`config.mk`:
```
export PLATFORM = sky130hd
export DESIGN_NAME = muldiv_sequencer
export DESIGN_NICKNAME = d
export VERILOG_FILES = /design/src/rtl/muldiv_pkg.sv /design/src/rtl/muldiv_step.sv /design/src/rtl/muldiv_sequencer.sv
export SDC_FILE = /design/constraint.sdc
export NUM_CORES = 1
export LEC_CHECK = 0
export BUFFER_PORTS_ARGS = -buffer_cell sky130_fd_sc_hd__buf_2
export CORE_MARGIN = 2
export CORE_UTILIZATION = 61
export CTS_CLUSTER_SIZE = 24
export DETAILED_ROUTE_END_ITERATION = 8
export GPL_ROUTABILITY_DRIVEN = 1
export PLACE_DENSITY_LB_ADDON = 0.2
export SLEW_MARGIN = 20
export SYNTH_ARGS = -nofsm -noshare
export SYNTH_HDL_FRONTEND = slang
export SYNTH_SLANG_ARGS = --single-unit
```
`constraint.sdc`:
```
create_clock -name clk -period 9.6 [get_ports clk]
set_input_delay 0.48 -clock clk [delete_from_list [all_inputs] [get_ports clk]]
set_output_delay 0.48 -clock clk [all_outputs]
set_load 0.05 [all_outputs]
```
`src/rtl/muldiv_pkg.sv`:
```
// Shared types for the RV32M multiply/divide sequencer: op encoding, FSM state codes, default width.
// Pure declarations, no timing or flow control of its own.
package muldiv_pkg;

  localparam int MD_WIDTH = 32;
  localparam int MD_ITER  = MD_WIDTH;

  typedef enum logic [2:0] {
    OP_MUL    = 3'd0,
    OP_MULH   = 3'd1,
    OP_MULHSU = 3'd2,
    OP_MULHU  = 3'd3,
    OP_DIV    = 3'd4,
    OP_DIVU   = 3'd5,
    OP_REM    = 3'd6,
    OP_REMU   = 3'd7
  } md_op_t;

  typedef logic [1:0] md_state_t;
  localparam md_state_t ST_IDLE = 2'd0;
  localparam md_state_t ST_CALC = 2'd1;
  localparam md_state_t ST_FIX  = 2'd2;
  localparam md_state_t ST_DONE = 2'd3;

  function automatic logic op_is_div(input md_op_t op);
    return op inside {OP_DIV, OP_DIVU, OP_REM, OP_REMU};
  endfunction

  function automatic logic op_is_rem(input md_op_t op);
    return op inside {OP_REM, OP_REMU};
  endfunction

  function automatic logic op_a_signed(input md_op_t op);
    return op inside {OP_MULH, OP_MULHSU, OP_DIV, OP_REM};
  endfunction

  function automatic logic op_b_signed(input md_op_t op);
    return op inside {OP_MULH, OP_DIV, OP_REM};
  endfunction

endpackage

```
`src/rtl/muldiv_step.sv`:
```
// One radix-2 iteration on the 2*WIDTH working register: shift-add multiply or restoring divide.
// Purely combinational, zero latency; the sequencer decides when to apply it.
module muldiv_step
  import muldiv_pkg::*;
#(
  parameter int WIDTH = MD_WIDTH
) (
  input  logic               is_div,
  input  logic [2*WIDTH-1:0] work_in,
  input  logic [WIDTH-1:0]   operand,
  output logic [2*WIDTH-1:0] work_out
);

  logic [WIDTH:0]   addend;
  logic [WIDTH:0]   add_sum;
  logic [WIDTH:0]   sub_diff;

  always_comb begin
    addend   = work_in[0] ? {1'b0, operand} : '0;
    add_sum  = {1'b0, work_in[2*WIDTH-1:WIDTH]} + addend;
    // Partial remainder shifted left with the next dividend bit, minus the divisor.
    sub_diff = work_in[2*WIDTH-1:WIDTH-1] - {1'b0, operand};
    work_out = '0;
    if (is_div) begin
      if (sub_diff[WIDTH]) begin
        work_out = {work_in[2*WIDTH-2:0], 1'b0};
      end else begin
        work_out = {sub_diff[WIDTH-1:0], work_in[WIDTH-2:0], 1'b1};
      end
    end else begin
      work_out = {add_sum, work_in[WIDTH-1:1]};
    end
  end

endmodule

```
`src/rtl/muldiv_sequencer.sv`:
```
// Iterative RV32M mul/div for the E stage: DoneE at t+WIDTH+2 (t+2 for trivial operands under MULDIV_FAST_EN).
// Stalls the pipeline through combinational BusyE; the one-cycle result has no backpressure.
module muldiv_sequencer
  import muldiv_pkg::*;
#(
  parameter int WIDTH = MD_WIDTH
) (
  input  logic             clk,
  input  logic             rst_n,
  input  logic             StartE,
  input  logic [2:0]       MulDivOpE,
  input  logic [WIDTH-1:0] SrcAE,
  input  logic [WIDTH-1:0] SrcBE,
  input  logic             FlushE,
  output logic             BusyE,
  output logic             DoneE,
  output logic [WIDTH-1:0] MDResultE
);

  localparam int               CNT_W    = $clog2(WIDTH);
  localparam logic [CNT_W-1:0] CNT_LAST = CNT_W'(WIDTH - 1);

  md_state_t          state_q, state_d;
  md_op_t             op_q, op_d;
  logic [2*WIDTH-1:0] work_q, work_d, step_out;
  logic [WIDTH-1:0]   opb_q, opb_d;
  logic               neg_q, neg_d;
  logic               div0_q, div0_d;
  logic [CNT_W-1:0]   cnt_q, cnt_d;
  logic [WIDTH-1:0]   res_q, res_d;

  md_op_t             start_op;
  logic               sign_a, sign_b;
  logic [WIDTH-1:0]   mag_a, mag_b;
  logic               step_is_div;
  logic [2*WIDTH-1:0] prod_fix;
  logic [WIDTH-1:0]   quo_fix, rem_fix, fix_res;

`ifdef MULDIV_FAST_EN
  logic               fast_q, fast_d, fast_hit;
  logic [WIDTH-1:0]   fast_res_q, fast_res_d, fast_val;
`endif

  always_comb begin
    start_op = md_op_t'(MulDivOpE);
    sign_a   = op_a_signed(start_op) & SrcAE[WIDTH-1];
    sign_b   = op_b_signed(start_op) & SrcBE[WIDTH-1];
    mag_a    = sign_a ? -SrcAE : SrcAE;
    mag_b    = sign_b ? -SrcBE : SrcBE;
  end

`ifdef MULDIV_FAST_EN
  // Results that need no iteration: x/0, INT_MIN/-1 and multiply by zero.
  always_comb begin
    fast_hit = 1'b0;
    fast_val = '0;
    if (op_is_div(start_op)) begin
      if (SrcBE == '0) begin
        fast_hit = 1'b1;
        fast_val = op_is_rem(start_op) ? SrcAE : '1;
      end else if (op_a_signed(start_op) && (SrcAE == {1'b1, {(WIDTH-1){1'b0}}}) &&
                   (SrcBE == '1)) begin
        fast_hit = 1'b1;
        fast_val = op_is_rem(start_op) ? '0 : SrcAE;
      end
    end else if ((SrcAE == '0) || (SrcBE == '0)) begin
      fast_hit = 1'b1;
    end
  end
`endif

  assign step_is_div = op_is_div(op_q);

  muldiv_step #(.WIDTH(WIDTH)) u_step (
    .is_div   (step_is_div),
    .work_in  (work_q),
    .operand  (opb_q),
    .work_out (step_out)
  );

  always_comb begin
    prod_fix = neg_q ? -work_q : work_q;
    quo_fix  = neg_q ? -work_q[WIDTH-1:0] : work_q[WIDTH-1:0];
    rem_fix  = neg_q ? -work_q[2*WIDTH-1:WIDTH] : work_q[2*WIDTH-1:WIDTH];
    fix_res  = '0;
    case (op_q)
      OP_MUL:                       fix_res = prod_fix[WIDTH-1:0];
      OP_MULH, OP_MULHSU, OP_MULHU: fix_res = prod_fix[2*WIDTH-1:WIDTH];
      // The magnitude loop yields all-ones for x/0, but the sign fix-up would spoil it.
      OP_DIV, OP_DIVU:              fix_res = div0_q ? '1 : quo_fix;
      default:                      fix_res = rem_fix;
    endcase
`ifdef MULDIV_FAST_EN
    if (fast_q) fix_res = fast_res_q;
`endif
  end

  always_comb begin
    state_d = state_q;
    op_d    = op_q;
    work_d  = work_q;
    opb_d   = opb_q;
    neg_d   = neg_q;
    div0_d  = div0_q;
    cnt_d   = cnt_q;
    res_d   = '0;
`ifdef MULDIV_FAST_EN
    fast_d     = fast_q;
    fast_res_d = fast_res_q;
`endif
    if (FlushE) begin
      state_d = ST_IDLE;
    end else begin
      case (state_q)
        ST_IDLE: begin
          if (StartE) begin
            op_d    = start_op;
            work_d  = {{WIDTH{1'b0}}, mag_a};
            opb_d   = mag_b;
            neg_d   = op_is_rem(start_op) ? sign_a : (sign_a ^ sign_b);
            div0_d  = op_is_div(start_op) && (SrcBE == '0);
            cnt_d   = '0;
            state_d = ST_CALC;
`ifdef MULDIV_FAST_EN
            fast_d     = fast_hit;
            fast_res_d = fast_val;
            if (fast_hit) state_d = ST_FIX;
`endif
          end
        end
        ST_CALC: begin
          work_d = step_out;
          cnt_d  = cnt_q + CNT_W'(1);
          if (cnt_q == CNT_LAST) state_d = ST_FIX;
        end
        ST_FIX: begin
          res_d   = fix_res;
          state_d = ST_DONE;
        end
        default: state_d = ST_IDLE;
      endcase
    end
  end

  always_ff @(posedge clk or negedge rst_n) begin
    if (!rst_n) begin
      state_q <= ST_IDLE;
      op_q    <= OP_MUL;
      work_q  <= '0;
      opb_q   <= '0;
      neg_q   <= 1'b0;
      div0_q  <= 1'b0;
      cnt_q   <= '0;
      res_q   <= '0;
    end else begin
      state_q <= state_d;
      op_q    <= op_d;
      work_q  <= work_d;
      opb_q   <= opb_d;
      neg_q   <= neg_d;
      div0_q  <= div0_d;
      cnt_q   <= cnt_d;
      res_q   <= res_d;
    end
  end

`ifdef MULDIV_FAST_EN
  always_ff @(posedge clk or negedge rst_n) begin
    if (!rst_n) begin
      fast_q     <= 1'b0;
      fast_res_q <= '0;
    end else begin
      fast_q     <= fast_d;
      fast_res_q <= fast_res_d;
    end
  end
`endif

  // DONE drops BusyE so the pipeline advances past the completing instruction.
  assign BusyE     = (state_q == ST_CALC) || (state_q == ST_FIX) ||
                     ((state_q == ST_IDLE) && StartE && !FlushE);
  assign DoneE     = (state_q == ST_DONE) && !FlushE;
  assign MDResultE = DoneE ? res_q : '0;

endmodule

```
# Yosys cells after proc, flatten, opt, wreduce, memory -nomap -nowiden
# Cells that the tools add are included.
[totals] out_inout_bits=34 inputBits=71 ff_bits=140 elab_cells=83
[classes] n_reduce_logical=21 bitwise=4 n_addsub=8 n_mux=22 eq_ne=20
[ops] operator="2-to-1 mux 32 bit" n=9
[ops] operator="2-to-1 mux 64 bit" n=4
[ops] operator="negator 32 bit" n=4
[ops] operator="case mux 64 bit (2 select lines)" n=1
[ops] operator="case mux 32 bit (3 select lines)" n=1
[ops] operator="negator 64 bit" n=1
[ops] operator="adder 32 x 33 -> 33 bit" n=1
[ops] operator="subtractor 33 x 32 -> 33 bit" n=1
[ops] operator="zero test 32 bit" n=1
[ops] operator="== test 3 bit, second input constant" n=8
[ops] operator="nonzero test 4 bit" n=3
[ops] operator="case mux 5 bit (2 select lines)" n=1
[ops] operator="== test 3 x 2 -> 1 bit, second input constant" n=3
[ops] operator="== test 3 x 1 -> 1 bit, second input constant" n=2
[ops] operator="2-to-1 mux 2 bit" n=3
[ops] operator="!= test 3 bit, second input constant" n=2
[ops] operator="case mux 2 bit (3 select lines)" n=1
[ops] operator="AND reduction 3 bit" n=2
[ops] operator="adder 5 x 1 -> 5 bit, second input constant" n=1
[ops] operator="== test 5 bit, second input constant" n=1
[ops] operator="2-to-1 mux 5 bit" n=1
[ops] operator="== test 2 bit, second input constant" n=2
[ops] operator="logical AND 1 bit" n=4
[ops] operator="nonzero test 2 bit" n=2
[ops] operator="other kinds (14)" n=16

# Depth between registers and ports, before layout
[depth] word_depth=6 depth_mapped=14 ltp_nobuf=13

# By module
# A second synthesis with hierarchy kept.
[hier_totals] hier_cells=1912 hier_area_um2=14528.9
[by_module_without_submodules] module="muldiv_sequencer" cells_each=1249 seq_area_each_um2=3503.4 instances=1 area_per_inst_um2=9938.3
[by_module_without_submodules] module="muldiv_step" cells_each=663 seq_area_each_um2=0.0 instances=1 area_per_inst_um2=4590.7

# Least setup slack after synthesis
# OpenSTA, ideal clock, no wires.
[synth_timing] path_kind="reg-to-reg" from="register work_q[0]" to="register work_q[63]" setup_ns=0.122 t_required_ns=9.478 n_path_buf=2 synth_period_minus_slack_ns=3.157 stages_incl_launch_ff=15 setup_slack_ns=6.443 arrival_time_ns=3.035 path_cell_list="dfrtp_1 inv_1 buf_1 nor2_1 ha_1 clkbuf_1 a21o_1 a21o_1 a21oi_1 o21bai_1 a21o_1 nor4_1 o31ai_1 a211o_1 a32o_1"
[synth_via] elab_chain_cells=4
[synth_lines] item="start, declared" line="muldiv_sequencer.sv:25" text="logic [2*WIDTH-1:0] work_q, work_d, step_out;"
[synth_lines] item="start signal, assigned" line="muldiv_sequencer.sv:158" text="work_q <= work_d;"
[synth_lines] item="2-to-1 mux 32 bit" line="muldiv_step.sv:19" text="addend = work_in[0] ? {1'b0, operand} : '0;"
[synth_lines] item="adder 32 x 33 -> 33 bit" line="muldiv_step.sv:20" text="add_sum = {1'b0, work_in[2*WIDTH-1:WIDTH]} + addend;"
[synth_lines] item="2-to-1 mux 64 bit" line="muldiv_step.sv:24" text="if (is_div) begin"
[synth_lines] item="case mux 64 bit (2 select lines)" line="muldiv_sequencer.sv:114" text="case (state_q)"
# No other way between the ends.
# A chain may end at the register's enable or synchronous reset.

# Worst setup path after layout
# Ends and elaborated chain as after synthesis.

==> results.sh <==
export IMPL_status="finished clean"
export IMPL_grt_setup_unrepaired="false"
export IMPL_powerDensity_nw_per_um2=387
export IMPL_htree_levels=4
export IMPL_wire_length_of_the_first_global_routing_pass_um=67100
export IMPL_final_cell_area_excluding_filler_cells_um2=14800
export IMPL_post_route_cells_drive_above_1_share=0.103
export IMPL_layout_area_overhead_vs_synth_pct=8.08
export IMPL_sw_frac_of_total=0.538
export IMPL_die_h_um=154
export IMPL_path_type_of_the_worst_setup_path="reg2reg"
export IMPL_clock_fmax_mhz=239
export IMPL_firstDrtPassIters=5
export IMPL_synth_yosys_seq_area_share=0.255
export IMPL_total_power_w=0.00575
export IMPL_placement_rows=54
export IMPL_drtIter0Drc=1355
export IMPL_critical_path_data_arrival_time_ns=4.49
export IMPL_number_of_synthesized_flops_with_an_enable_pin=0
export IMPL_max_slew_worst_pin_slew_ns=1.00
export IMPL_cts_setup_buffers=0
export IMPL_cts_resized=0
export IMPL_grt_pass1_vias=12500
export IMPL_ioPinCount=105
export IMPL_share_comb_of_total_power=0.672
export IMPL_power_frac_seq=0.209
export IMPL_cts_max_path_buffers=2
export IMPL_layout_cells_most_common="nand2_1"
export IMPL_reg_to_reg_endpoint="work_q[63]"
export IMPL_ys_flop_type="dfrtp_1"
export IMPL_post_drt_wl_per_cell_um=20.2
export IMPL_avgSynthCellArea_um2=7.68
export IMPL_slew_limit_headroom=0.334
export IMPL_grt_remaining_overflow=0
export IMPL_r2r_worst_path_cells=12
export IMPL_globalplace_congestion=0.948
export IMPL_tritoncts_num_buffers=17
export IMPL_route_detailed_drc=0
export IMPL_clock_root_buffer="clkbuf_16"
export IMPL_pre_cts_worst_setup_slack_ns=5.60
export IMPL_worst_r2r_startpoint="work_q[0]"
export IMPL_dieArea_um2=23700
export IMPL_setup_tns_ns=0
export IMPL_most_frequent_cells_in_the_layout="nand2_1, o21ai_0, dfrtp_1"
export IMPL_floorplan_core_area_um2=22000
export IMPL_floorplan_initialDensity=0.625
export IMPL_syn_inst=1787
export IMPL_synth_async_reset_ratio=1.00
export IMPL_maximum_number_of_pins_on_one_net_before_global_route_repair=101
export IMPL_clk_insertion_delay_late_ns=0.43
export IMPL_cts_num_sinks=140
export IMPL_r2r_slack_ns=5.42
export IMPL_internal_power_w=0.00266
export IMPL_worstSetupEndpointType="flop"
export IMPL_placedInstanceArea_um2=14200
export IMPL_skew_ns=0.00981
export IMPL_numPlacedInstances=2062
export IMPL_antenna_cells=0
export IMPL_globalRouteTotalUtil=0.355
export IMPL_timing_critical_path_fanout_max=33
export IMPL_portBuffers=104
export IMPL_detail_route_antenna_nets=0
export IMPL_final_slew_viol_count=0
export IMPL_post_drt_via_cell_ratio=6.44
export IMPL_period_share=0.436
export IMPL_grt_antenna_before_repair=0
export IMPL_startpoint_type="flop"
export IMPL_synth_warning_count=0
export IMPL_vdd_drop_max_mv=0.226
export IMPL_count_of_vias_placed_by_the_detailed_router=13500
export IMPL_cts_tree="built"
export IMPL_p_leak_nw=6.90
export IMPL_cap_violations=0
export IMPL_cp_data_required_time_ns=9.91
export IMPL_timing_final_crit_period_ns=4.18
export IMPL_finalWirelength_um=42300
export IMPL_die_width_um=154
export IMPL_clock_slew_at_reported_path_ffs_ns=0.06
export IMPL_worst_slack_ns=5.42
export IMPL_net_count_of_the_mapped_netlist=1934
export IMPL_netSwitchingPower_w=0.00309
export IMPL_synth_lib_cells_used_distinct=73
export IMPL_final_net_count=1948
export IMPL_hpwlAfterDp_um=31500
export IMPL_setup_viol=0
export IMPL_worst_min_path_class="in2async"
export IMPL_cts_hold_buffers=0
export IMPL_finalHoldViolCount=0
export IMPL_final_cells=2094
export IMPL_ys_ff_latch=140
export IMPL_power_frac_clock=0.119
export IMPL_synthesis_area_um2=13700
## power groups by stage
| stage | clock network, W | logic, W | registers (W) |
|---|---|---|---|
| 2_1_floorplan | 0 | 0.00302 | 0.000970 |
| 3_3_place_gp | 0 | 0.00369 | 0.00118 |
| 3_5_place_dp | 0 | 0.00374 | 0.00119 |
| 4_1_cts | 0.000687 | 0.00378 | 0.00118 |
| 5_1_grt | 0.000714 | 0.00423 | 0.00122 |
| 6_report | 0.000683 | 0.00387 | 0.00120 |
## registers in the layout (all words and copies together) (netlist names)
name / cells
neg_q: 1
op_q: 3
work_q: 64
cnt_q: 5
opb_q: 32
res_q: 32
state_q: 2
div0_q: 1
## cell usage after synthesis (all sizes together) (17+ instances only)
library cell | count | share of area
nand2 | 214 | 0.059
o21ai | 196 | 0.072
dfrtp | 140 | 0.26
nor2 | 133 | 0.036
a21oi | 128 | 0.047
xnor2 | 110 | 0.070
clkbuf | 103 | 0.028
xor2 | 89 | 0.057
ha | 74 | 0.067
inv | 63 | 0.017
mux2i | 45 | 0.033
a21o | 43 | 0.024
and2 | 43 | 0.020
nor3 | 30 | 0.011
o31ai | 30 | 0.017
nand3 | 27 | 0.0098
o221ai | 23 | 0.015
a211oi | 21 | 0.011
or3 | 21 | 0.010
nand4 | 19 | 0.0087
o41ai | 18 | 0.013
buf | 17 | 0.0054
nand2b | 17 | 0.0077
## metrics by stage
stage | hold slack [ns] | utilization
2_1_floorplan | 0.184 | -
3_3_place_gp | 0.457 | 0.649
3_5_place_dp | 0.473 | 0.649
4_1_cts | 0.0791 | 0.676
5_1_grt | 0.106 | 0.676
6_report | 0.0440 | 0.676
## worst max-delay path by stage
stage	from	slack [ns]	end	cells past startpoint
after floorplan	work_q[0]	6.44	work_q[63]	14
after global placement	work_q[0]	5.66	work_q[57]	12
after detailed placement	work_q[0]	5.60	work_q[57]	12
after CTS	work_q[0]	5.58	work_q[57]	12
after global routing	work_q[0]	4.99	work_q[57]	12
final	work_q[0]	5.42	work_q[63]	12
## cell families (layout without fill, tap and decap cells)
kind of cell	count (synthesis)	after routing	share of synthesized area
xor gates and xnor gates	199	199	0.127
and+or+nand+nor	567	567	0.196
muxes	51	51	0.0377
AOI/OAI and AO/OA	570	570	0.263
adders and majority gates	76	76	0.0703
DFF	140	140	0.255
buffers and inverters	184	211	0.0510
## layer usage
layer / vias up / share of wire / GRT usage / wire [µm]
met2: 583 / 0.44 / 0.540 / 18600
met3: 78 / 0.082 / 0.0598 / 3470
met1: 6392 / 0.45 / 0.509 / 18800
li1: 6440 / - / - / -
met4: 0 / 0.034 / 0.134 / 1430
met5: - / 0 / 0 / 0
## cell type report
type                    count  area, µm²
well taps                 280        350
repair buffers            115        609
fillers                  1912       7120
inverters                  64        240
multi-input cells        1463       9550
clock buffers              19        433
flip-flops and latches    140       3510
clock inverters            13        156
## worst max-delay path: stages (launching register included)
cell	delay [ns]
dfrtp_1	0.43
clkinv_1	0.79
nor2_1	0.35
ha_1	0.31
o21ai_0	0.20
a21oi_1	0.11
or3_1	0.34
a31oi_1	0.30
o31ai_1	0.19
nor4_1	0.36
o31ai_1	0.13
a211o_1	0.30
a32o_1	0.24
Note: power is estimated with default switching activity, not from simulation.
